### src/rtl/multi_operand_accumulating_adder.sv
// rtl/multi_operand_accumulating_adder.sv - serial valid/ready accumulator summing up to OPERANDS unsigned operands per group
module multi_operand_accumulating_adder #(
    parameter int WIDTH       = 2,
    parameter int OPERANDS    = 8,
    localparam int SUM_WIDTH  = WIDTH + $clog2(OPERANDS),
    localparam int CNT_WIDTH  = $clog2(OPERANDS + 1)
) (
    input  logic                 CLK,
    input  logic                 RST,
    input  logic                 CLEAR,
    input  logic                 IN_VALID,
    output logic                 IN_READY,
    input  logic [WIDTH-1:0]     IN_DATA,
    input  logic                 IN_LAST,
    output logic                 OUT_VALID,
    input  logic                 OUT_READY,
    output logic [SUM_WIDTH-1:0] SUM,
    output logic [CNT_WIDTH-1:0] COUNT
);

    typedef enum logic {
        ACCUM = 1'b0,
        HOLD  = 1'b1
    } state_t;

    state_t               state;
    state_t               state_next;
    logic [SUM_WIDTH-1:0] acc;
    logic [SUM_WIDTH-1:0] acc_next;
    logic [SUM_WIDTH-1:0] sum_next;
    logic [CNT_WIDTH-1:0] cnt;
    logic [CNT_WIDTH-1:0] cnt_next;
    logic [CNT_WIDTH-1:0] count_next;
    logic [SUM_WIDTH-1:0] acc_sum;
    logic [CNT_WIDTH-1:0] cnt_inc;
    logic                 accept;
    logic                 group_end;

    // Next-state, datapath update and handshake outputs; CLEAR overrides everything but RST
    always_comb begin
        state_next = state;
        acc_next   = acc;
        cnt_next   = cnt;
        sum_next   = SUM;
        count_next = COUNT;
        IN_READY   = (state == ACCUM);
        OUT_VALID  = (state == HOLD);
        acc_sum    = acc + SUM_WIDTH'(IN_DATA);
        cnt_inc    = cnt + CNT_WIDTH'(1);
        accept     = IN_VALID && (state == ACCUM);
        // The OPERANDS-th operand closes the group even without IN_LAST
        group_end  = IN_LAST || (cnt == CNT_WIDTH'(OPERANDS - 1));

        if (CLEAR) begin
            state_next = ACCUM;
            acc_next   = '0;
            cnt_next   = '0;
            sum_next   = '0;
            count_next = '0;
        end else begin
            case (state)
                ACCUM: begin
                    if (accept) begin
                        if (group_end) begin
                            sum_next   = acc_sum;
                            count_next = cnt_inc;
                            acc_next   = '0;
                            cnt_next   = '0;
                            state_next = HOLD;
                        end else begin
                            acc_next = acc_sum;
                            cnt_next = cnt_inc;
                        end
                    end
                end
                HOLD: begin
                    // Result is held stable until consumed; no input is taken meanwhile
                    if (OUT_READY) begin
                        state_next = ACCUM;
                    end
                end
                default: state_next = ACCUM;
            endcase
        end
    end

    // State, accumulator and result registers with asynchronous reset
    always_ff @(posedge CLK or posedge RST) begin
        if (RST) begin
            state <= ACCUM;
            acc   <= '0;
            cnt   <= '0;
            SUM   <= '0;
            COUNT <= '0;
        end else begin
            state <= state_next;
            acc   <= acc_next;
            cnt   <= cnt_next;
            SUM   <= sum_next;
            COUNT <= count_next;
        end
    end

endmodule

### config.mk
export PLATFORM = sky130hd
export DESIGN_NAME = multi_operand_accumulating_adder
export DESIGN_NICKNAME = d
export VERILOG_FILES = /design/src/rtl/multi_operand_accumulating_adder.sv
export SDC_FILE = /design/constraint.sdc
export NUM_CORES = 1
export LEC_CHECK = 0
export BUFFER_PORTS_ARGS = -buffer_cell sky130_fd_sc_hd__clkbuf_2
export CORE_UTILIZATION = 35
export DETAILED_ROUTE_END_ITERATION = 8
export SYNTH_ARGS = -nofsm -noshare
export SYNTH_HDL_FRONTEND = slang
export SYNTH_SLANG_ARGS = --single-unit
### constraint.sdc
create_clock -name CLK -period 2.85 [get_ports CLK]
set_clock_uncertainty 0.15 [all_clocks]
set_input_delay 0.4275 -clock CLK [delete_from_list [all_inputs] [get_ports CLK]]
set_output_delay 0.4275 -clock CLK [all_outputs]
set_load 0.005 [all_outputs]
==> results.json, run 1 <==
{
  "grt_pass1_vias": 836,
  "cp_max_fo": 4,
  "ys_warn_count": 0,
  "drcViolationCount": 2,
  "wl_per_cell_um": 14.9,
  "synth_top_area_share_pct": 43.8,
  "num_rows": 19,
  "drv_cap": 0,
  "die_area_um2": 3330,
  "pre_cts_ws_ns": 0.464,
  "antenna_found_initial": 0,
  "h-tree-depth": 1,
  "cts_buffers": 3,
  "leakagePower_nw": 0.574,
  "synth_top_cells_by_area": "dfrtp_1 44%, mux2_2 6.2%, nand2_1 3.8%",
  "setup_viol": 0,
  "min_period_ns": 2.23,
  "wl_um": 2340,
  "layout_setup_ws_ns": 0.623,
  "syn_inst": 109,
  "ios": 19,
  "synth_cell_types": 36,
  "worst_slew_pin_slew_ns": 0.714,
  "p_int_uw": 356,
  "clockBufferDepth": 2,
  "drive_gt1_share_pct": 24.6,
  "synth_top_area_cell": "dfrtp_1",
  "seqPwrFrac_pct": 57.3,
  "wl_met3_um": 141,
  "p_clk_share_pct": 28.5,
  "ys_seq_area_share_pct": 43.8,
  "initial_core_util_pct": 38.1,
  "peakVddDrop_v": 0.000203,
  "synth_area_per_cell_um2": 9.96,
  "syn_to_final_growth_pct": 11.1,
  "wl_met1_um": 1050,
  "fin_cells": 157,
  "syn_nets": 121,
  "violations": "design-rule violations",
  "hold_buffers": 0,
  "cp-start-kind": "register",
  "die_w_um": 57.7,
  "routed.top_layer": "met4",
  "combPwrFrac_pct": 14.3,
  "arrival_ns": 2.31,
  "grt_usage_pct": 15.3,
  "power.switching_uw": 138,
  "final_nets": 139,
  "wl_met2_um": 1110,
  "grt_pass1_wl_um": 3950,
  "powerDensity_nw_per_um2": 410,
  "fmax_ghz": 0.449,
  "clk_pin_slew_ns": 0.12,
  "cts_root_buf": "clkbuf_4",
  "clk_latency_ns": 0.30,
  "dp_hpwl_um": 1700,
  "port_buffers": 18,
  "die_h_um": 57.7,
  "yosys_register_bits": 19,
  "final_common_cell": "dfrtp_1",
  "dpl.cell_count": 153,
  "fp.coreArea_um2": 2850,
  "fin_tns_setup_ns": 0,
  "most-common-layout-cells": "19 x dfrtp_1, 18 x clkbuf_2, 11 x nand2_1",
  "grt_max_degree": 22,
  "drt-initial-drc-count": 46,
  "synth_area_um2": 1090,
  "clock-sinks": 19,
  "ant_nets": 0,
  "p_sw_share_pct": 28.0,
  "num-fill-cells": 304,
  "maxSlewHeadroom_pct": 52.4,
  "vias": 892,
  "slew_violations": 0,
  "overflow": 0,
  "timing.final.crit_share_pct": 78.1,
  "diodes": 0,
  "firstDrtPassIters": 7,
  "vias_per_cell": 5.68,
  "run_status": "complete, but fails checks",
  "finalHoldViolations": 0,
  "worst_ep_required_time_ns": 2.93,
  "cts_resized": 0,
  "cp-end-kind": "register",
  "tritoncts": "built",
  "post_cts_buffers": 0,
  "path_class": "reg2reg",
  "place_congestion": 0.717,
  "rsz0062_at_grt": "false",
  "hold_class": "in2async"
}
[synthesized netlist by cell type, drive strengths merged]
library cell   n
clkinv         1
a22o           3
a211o          1
a32o           2
o21ai          2
o211a          1
nand3          3
a21boi         1
xor2           1
nor2           9
o2bb2ai        1
ha             3
nor2b          6
nand3b         2
or4            2
a31o           1
fa             1
nand4          2
a211oi         1
nand2         11
xnor2          1
mux2           6
or4b           1
nand2b         2
o211ai         1
inv            6
buf            5
dfrtp         19
a21oi          9
and3b          1
mux2i          2
a2111oi        1
or2b           1
[cell type report]
class	count	area, um^2	area share [%]
inverter	7	26.3	2.18
tap	31	38.8	3.22
sequential	19	475	39.4
multi-input combinational	78	548	45.4
timing repair buffer	18	90.1	7.47
clock buffer	3	22.5	1.87
clock inverter	1	5.00	0.415
[power groups by stage]
stage | sequential, mW | combinational (mW) | clock [mW]
floorplan | 0.287 | 0.0486 | 0
global placement | 0.288 | 0.0690 | 0
detailed placement | 0.288 | 0.0702 | 0
CTS | 0.283 | 0.0709 | 0.141
global route | 0.284 | 0.0796 | 0.152
finish | 0.283 | 0.0706 | 0.141
[registers in the layout, indices dropped and copies added, names as in the netlist]
| signal | flops |
|---|---|
| SUM | 5 |
| acc | 5 |
| COUNT | 4 |
| cnt | 4 |
| OUT_VALID | 1 |
[final timing paths]
| check | from | endpoint | slack, ns | cells past startpoint |
|---|---|---|---|---|
| setup / recovery | acc[0] | acc[2] | 0.62 | 6 |
| hold / removal | RST | COUNT[0] | 0.05 | 2 |
| setup reg to reg | acc[0] | acc[2] | 0.62 | 6 |
| hold reg to reg | COUNT[3] | COUNT[3] | 0.37 | 1 |
| max in group asynchronous | RST | OUT_VALID | 2.05 | 2 |
| min in group CLK | OUT_READY | OUT_VALID | 0.23 | 3 |
[worst max-delay path, stage by stage (launching register included)]
cell     delay (ns)
dfrtp_1        0.37
ha_1           0.19
inv_1          0.07
fa_1           0.43
or4b_1         0.53
a211o_1        0.29
a21oi_2        0.13
[metrics by stage]
step / hold WS [ns] / util [%] / power (mW) / area, um^2
6_report: 0.0502 / 42.3 / 0.494 / 1210
5_1_grt: 0.117 / 42.3 / 0.516 / 1210
4_1_cts: 0.0907 / 42.3 / 0.495 / 1210
3_5_place_dp: 0.351 / 41.3 / 0.359 / 1180
3_3_place_gp: 0.339 / 41.3 / 0.357 / 1180
2_1_floorplan: 0.229 / - / 0.336 / 1090
[logic make-up after synthesis]
family | after synthesis | synth area share [%]
XOR/XNOR | 2 | 1.61
buffers and inverters | 12 | 5.76
adder cells (fa/ha/maj) | 4 | 5.30
multiplexers | 8 | 8.06
flip-flops | 19 | 43.8
AO/OA/AOI/OAI | 24 | 16.2
AND/OR/NAND/NOR | 40 | 19.2
[routing by layer]
metal / up-vias / track usage, %
li1: 417 / -
met1: 437 / 21.7
met2: 33 / 24.4
met3: 5 / 2.01
met4: 0 / 5.10
met5: - / 0
Note: power is estimated with default switching activity, not from simulation.
==> run 2: changes to the inputs <==
==> constraint.sdc (replaced) <==
create_clock -name CLK -period 1.85 [get_ports CLK]
set_clock_uncertainty 0.15 [all_clocks]
set_input_delay 0.2775 -clock CLK [delete_from_list [all_inputs] [get_ports CLK]]
set_output_delay 0.2775 -clock CLK [all_outputs]
set_load 0.005 [all_outputs]
==> results.json, run 2 (same netlist as run 1, synthesis figures left out) <==
{
  "run_status": "complete, but fails checks",
  "violations": "design-rule violations, negative setup slack",
  "overflow": 0,
  "cp_max_fo": 4,
  "tritoncts": "built",
  "largestRegisters": "SUM: 5 flops, acc: 5 flops",
  "path_class": "reg2reg",
  "grt_max_degree": 20,
  "num_rows": 19,
  "dpl_cell_area_um2": 1300,
  "worst_slew_pin_slew_ns": 0.411,
  "final_nets": 160,
  "design_area_um2": 1390,
  "port_buffers": 18,
  "dp_hpwl_um": 1870,
  "clock-sinks": 19,
  "min_period_ns": 2.08,
  "wl_per_cell_um": 14.1,
  "clk_latency_ns": 0.30,
  "firstDrtPassIters": 6,
  "clockBufferDepth": 2,
  "clk_pin_slew_ns": 0.11,
  "grt_pass1_vias": 926,
  "ant_nets": 0,
  "min_path_cells": 3,
  "syn_to_final_growth_pct": 27.8,
  "hold_class": "in2reg",
  "wl_um": 2520,
  "die_w_um": 57.7,
  "critPathSlowestCell": "or4b_1",
  "path_depth": 6,
  "powerDensity_nw_per_um2": 575,
  "peakVddDrop_v": 0.000381,
  "leakagePower_nw": 0.681,
  "place_congestion": 0.786,
  "layout_setup_ws_ns": -0.230,
  "diodes": 0,
  "cts_root_buf": "clkbuf_4",
  "die_area_um2": 3330,
  "initial_core_util_pct": 38.1,
  "cp_cell_sequence": "ha_2 > inv_2 > fa_2 > or4b_1 > a211o_1 > a21oi_2",
  "vias": 956,
  "fp.coreArea_um2": 2850,
  "drv_cap": 0,
  "crit_family": "adder cells",
  "arrival_ns": 2.17,
  "multi_input_area_um2": 567,
  "die_h_um": 57.7,
  "fmax_ghz": 0.481,
  "most-common-layout-cells": "19 x dfrtp_1, 19 x buf_4, 18 x clkbuf_2",
  "vias_per_cell": 5.37,
  "grt_pass1_wl_um": 4310,
  "path_buf_inv": 1,
  "antenna_found_initial": 0,
  "cp-end-kind": "register",
  "drive_gt1_share_pct": 36.7,
  "setup_viol": 6,
  "dpl.cell_count": 168,
  "drt-initial-drc-count": 27,
  "h-tree-depth": 1,
  "worst_ep_required_time_ns": 1.94,
  "critical_path.max_stage_delay_ns": 0.52,
  "fin_tns_setup_ns": -0.573,
  "cp-start-kind": "register",
  "fin_cells": 178,
  "timing.final.crit_share_pct": 112,
  "maxSlewHeadroom_pct": 72.3,
  "slew_violations": 0,
  "r2r_cells": 6,
  "regArea_um2": 475,
  "cts_buffers": 3,
  "grt_usage_pct": 17.3,
  "finalHoldViolations": 0,
  "ios": 19,
  "rsz0062_at_grt": "true",
  "drcViolationCount": 1,
  "num-fill-cells": 287
}
-- run 2: timing repair --
action	in CTS	in global routing
endpoints found under the hold margin	19	0
pin swaps	4	2
hold buffers	1	0
gates resized for setup	3	1
setup buffers	3	2
setup endpoints to repair	5	6
-- run 2: worst min-delay path, stage by stage --
cell and delay [ns]:
clkbuf_2 0.07, nand2b_1 0.09, a21oi_1 0.06
-- run 2: final cells by class --
cell class                      count  share of cell area [%]
Timing Repair Buffer               39                    18.3
Multi-Input combinational cell     78                    40.8
Clock buffer                        4                    1.89
Sequential cell                    19                    34.3
Tap cell                           31                    2.80
Inverter                            7                    1.89
-- run 2: per-stage QoR --
stage	hold WS, ns	utilization, %	worst slack (ns)	power [mW]
4_1_cts	0.0692	48.0	-0.229	0.810
6_report	0.0738	48.6	-0.230	0.798
5_1_grt	0.0751	48.6	-0.313	0.849
3_3_place_gp	0.138	45.6	-0.181	0.577
2_1_floorplan	0.0786	-	-0.155	0.519
3_5_place_dp	0.148	45.6	-0.241	0.580
-- run 2: final timing paths --
| kind | startpoint | endpoint | slack, ns |
|---|---|---|---|
| max | acc[0] | acc[2] | -0.23 |
| min | OUT_READY | OUT_VALID | 0.07 |
| max reg2reg | acc[0] | acc[2] | -0.23 |
| min reg2reg | COUNT[3] | COUNT[3] | 0.37 |
| max in group asynchronous | RST | cnt[2] | 0.98 |
| min in group asynchronous | RST | cnt[3] | 0.36 |
-- run 2: metal layers --
metal  vias up  track usage, %  wire length [um]  part of all wire, %
met5         -               0                 0                    0
met4         0            4.76                43                  1.7
met2        22            28.4              1240                   49
met3         6            4.91               112                  4.4
met1       468            22.6              1130                   45
li1        460               -                 -                    -
-- run 2: power breakdown --
part / switching [mW] / total [mW] / internal [mW]
registers: 0.00769 / 0.435 / 0.427
clock network: 0.129 / 0.213 / 0.0841
logic: 0.0768 / 0.151 / 0.0742
total: 0.213 / 0.798 / 0.585
==> run 3: changes to the inputs <==
==> constraint.sdc (replaced) <==
create_clock -name CLK -period 1.7 [get_ports CLK]
set_clock_uncertainty 0.15 [all_clocks]
set_input_delay 0.255 -clock CLK [delete_from_list [all_inputs] [get_ports CLK]]
set_output_delay 0.255 -clock CLK [all_outputs]
set_load 0.005 [all_outputs]
==> results.json, run 3 (same netlist as run 1, synthesis figures left out) <==
{
  "vias": 960,
  "largestRegisters": "SUM: 5 flops, acc: 5 flops",
  "most-common-layout-cells": "22 x buf_4, 19 x dfrtp_1, 18 x clkbuf_2",
  "leakagePower_nw": 0.701,
  "dp_hpwl_um": 1890,
  "final_common_cell": "buf_4",
  "diodes": 0,
  "peakVddDrop_v": 0.000392,
  "grt_pass1_wl_um": 4550,
  "cp_max_fo": 3,
  "clk_pin_slew_ns": 0.11,
  "finalHoldViolations": 0,
  "tritoncts": "built",
  "wl_per_cell_um": 14.9,
  "num_rows": 19,
  "port_buffers": 18,
  "syn_to_final_growth_pct": 34.1,
  "final_nets": 163,
  "r2r_cells": 6,
  "regToRegStartpoint": "acc[0]",
  "cp-start-kind": "register",
  "reg2reg_slack_ns": -0.40,
  "min_path_cells": 3,
  "clock-sinks": 19,
  "hold_end": "OUT_VALID",
  "fp.coreArea_um2": 2850,
  "violations": "negative setup slack",
  "r2r_end": "acc[2]",
  "maxSlewHeadroom_pct": 79.7,
  "hold_class": "in2reg",
  "dpl_cell_area_um2": 1320,
  "cts_buffers": 3,
  "design_area_um2": 1460,
  "place_congestion": 0.850,
  "overflow": 0,
  "timing.final.crit_share_pct": 124,
  "grt_pass1_vias": 943,
  "firstDrtPassIters": 4,
  "min_from": "OUT_READY",
  "cts_root_buf": "clkbuf_4",
  "grt_max_degree": 20,
  "drive_gt1_share_pct": 44.0,
  "run_status": "complete, but fails checks",
  "powerDensity_nw_per_um2": 606,
  "initial_core_util_pct": 38.1,
  "clk_latency_ns": 0.30,
  "p_total_uw": 882,
  "rsz0062_at_grt": "true",
  "worst_slew_pin_slew_ns": 0.302,
  "path_class": "reg2reg",
  "arrival_ns": 2.19,
  "ant_nets": 0,
  "drt-initial-drc-count": 11,
  "vias_per_cell": 5.30,
  "drcViolationCount": 0,
  "die_h_um": 57.7,
  "slew_violations": 0,
  "wl_um": 2710,
  "ios": 19,
  "die_w_um": 57.7,
  "setup_viol": 7,
  "antenna_found_initial": 0,
  "die_area_um2": 3330,
  "critPathLaunch": "acc[0]",
  "layout_setup_ws_ns": -0.401,
  "h-tree-depth": 1,
  "worst_ep_required_time_ns": 1.79,
  "fmax_ghz": 0.476,
  "grt_usage_pct": 18.0,
  "clockBufferDepth": 2,
  "cp-end-kind": "register",
  "drv_cap": 0,
  "min_period_ns": 2.10
}
run 3: stage by stage:
step           instances  util [%]  setup TNS [ns]  hold slack (ns)  setup WS, ns
2_1_floorplan        109         -          -0.788           0.0561        -0.305
3_3_place_gp         171      46.4           -1.29            0.116        -0.326
3_5_place_dp         171      46.4           -1.52            0.129        -0.411
4_1_cts              180      49.9           -1.42           0.0602        -0.358
5_1_grt              181      51.1           -1.96           0.0768        -0.454
6_report             181      51.1           -1.62           0.0656        -0.401
run 3: how the worst max path moves through the flow:
stage,endpoint,slack [ns],depth (start not counted)
6_report,acc[2],-0.40,6
5_1_grt,SUM[4],-0.45,7
4_1_cts,acc[2],-0.36,6
3_5_place_dp,acc[2],-0.41,6
3_3_place_gp,acc[2],-0.33,7
2_1_floorplan,acc[2],-0.30,6
run 3: final cells by class:
cell class / count / area (um^2)
sequential: 19 / 475
clock buffer: 3 / 22.5
tap: 31 / 38.8
clock inverter: 1 / 5.00
inverter: 7 / 26.3
fill: 274 / 1400
multi-input combinational: 78 / 612
timing repair buffer: 42 / 277
run 3: repair_timing:
action,in CTS,in global routing
hold buffers,1,0
endpoints found under the hold margin,19,0
pin swaps,3,3
setup buffers,4,1
gates resized for setup,9,6
setup endpoints to repair,7,12
run 3: per-layer routing:
metal	up-vias	routed length [um]	track usage, %
met5	-	0	0
met4	0	38	8.16
met3	4	57	2.01
met2	14	1380	30.1
met1	478	1230	23.5
li1	464	-	-
run 3: worst max-delay path, stage by stage (launching register included):
cell and delay (ns):
dfrtp_1 0.41, ha_4 0.15, inv_2 0.03, fa_2 0.35, or4b_4 0.52, a211o_1 0.29
a21oi_2 0.13
run 3: where the power goes:
part	switching, mW	internal, mW	leakage, nW
combinational	0.0903	0.0845	0.422
sequential	0.00783	0.465	0.262
clock	0.147	0.0877	0.0177
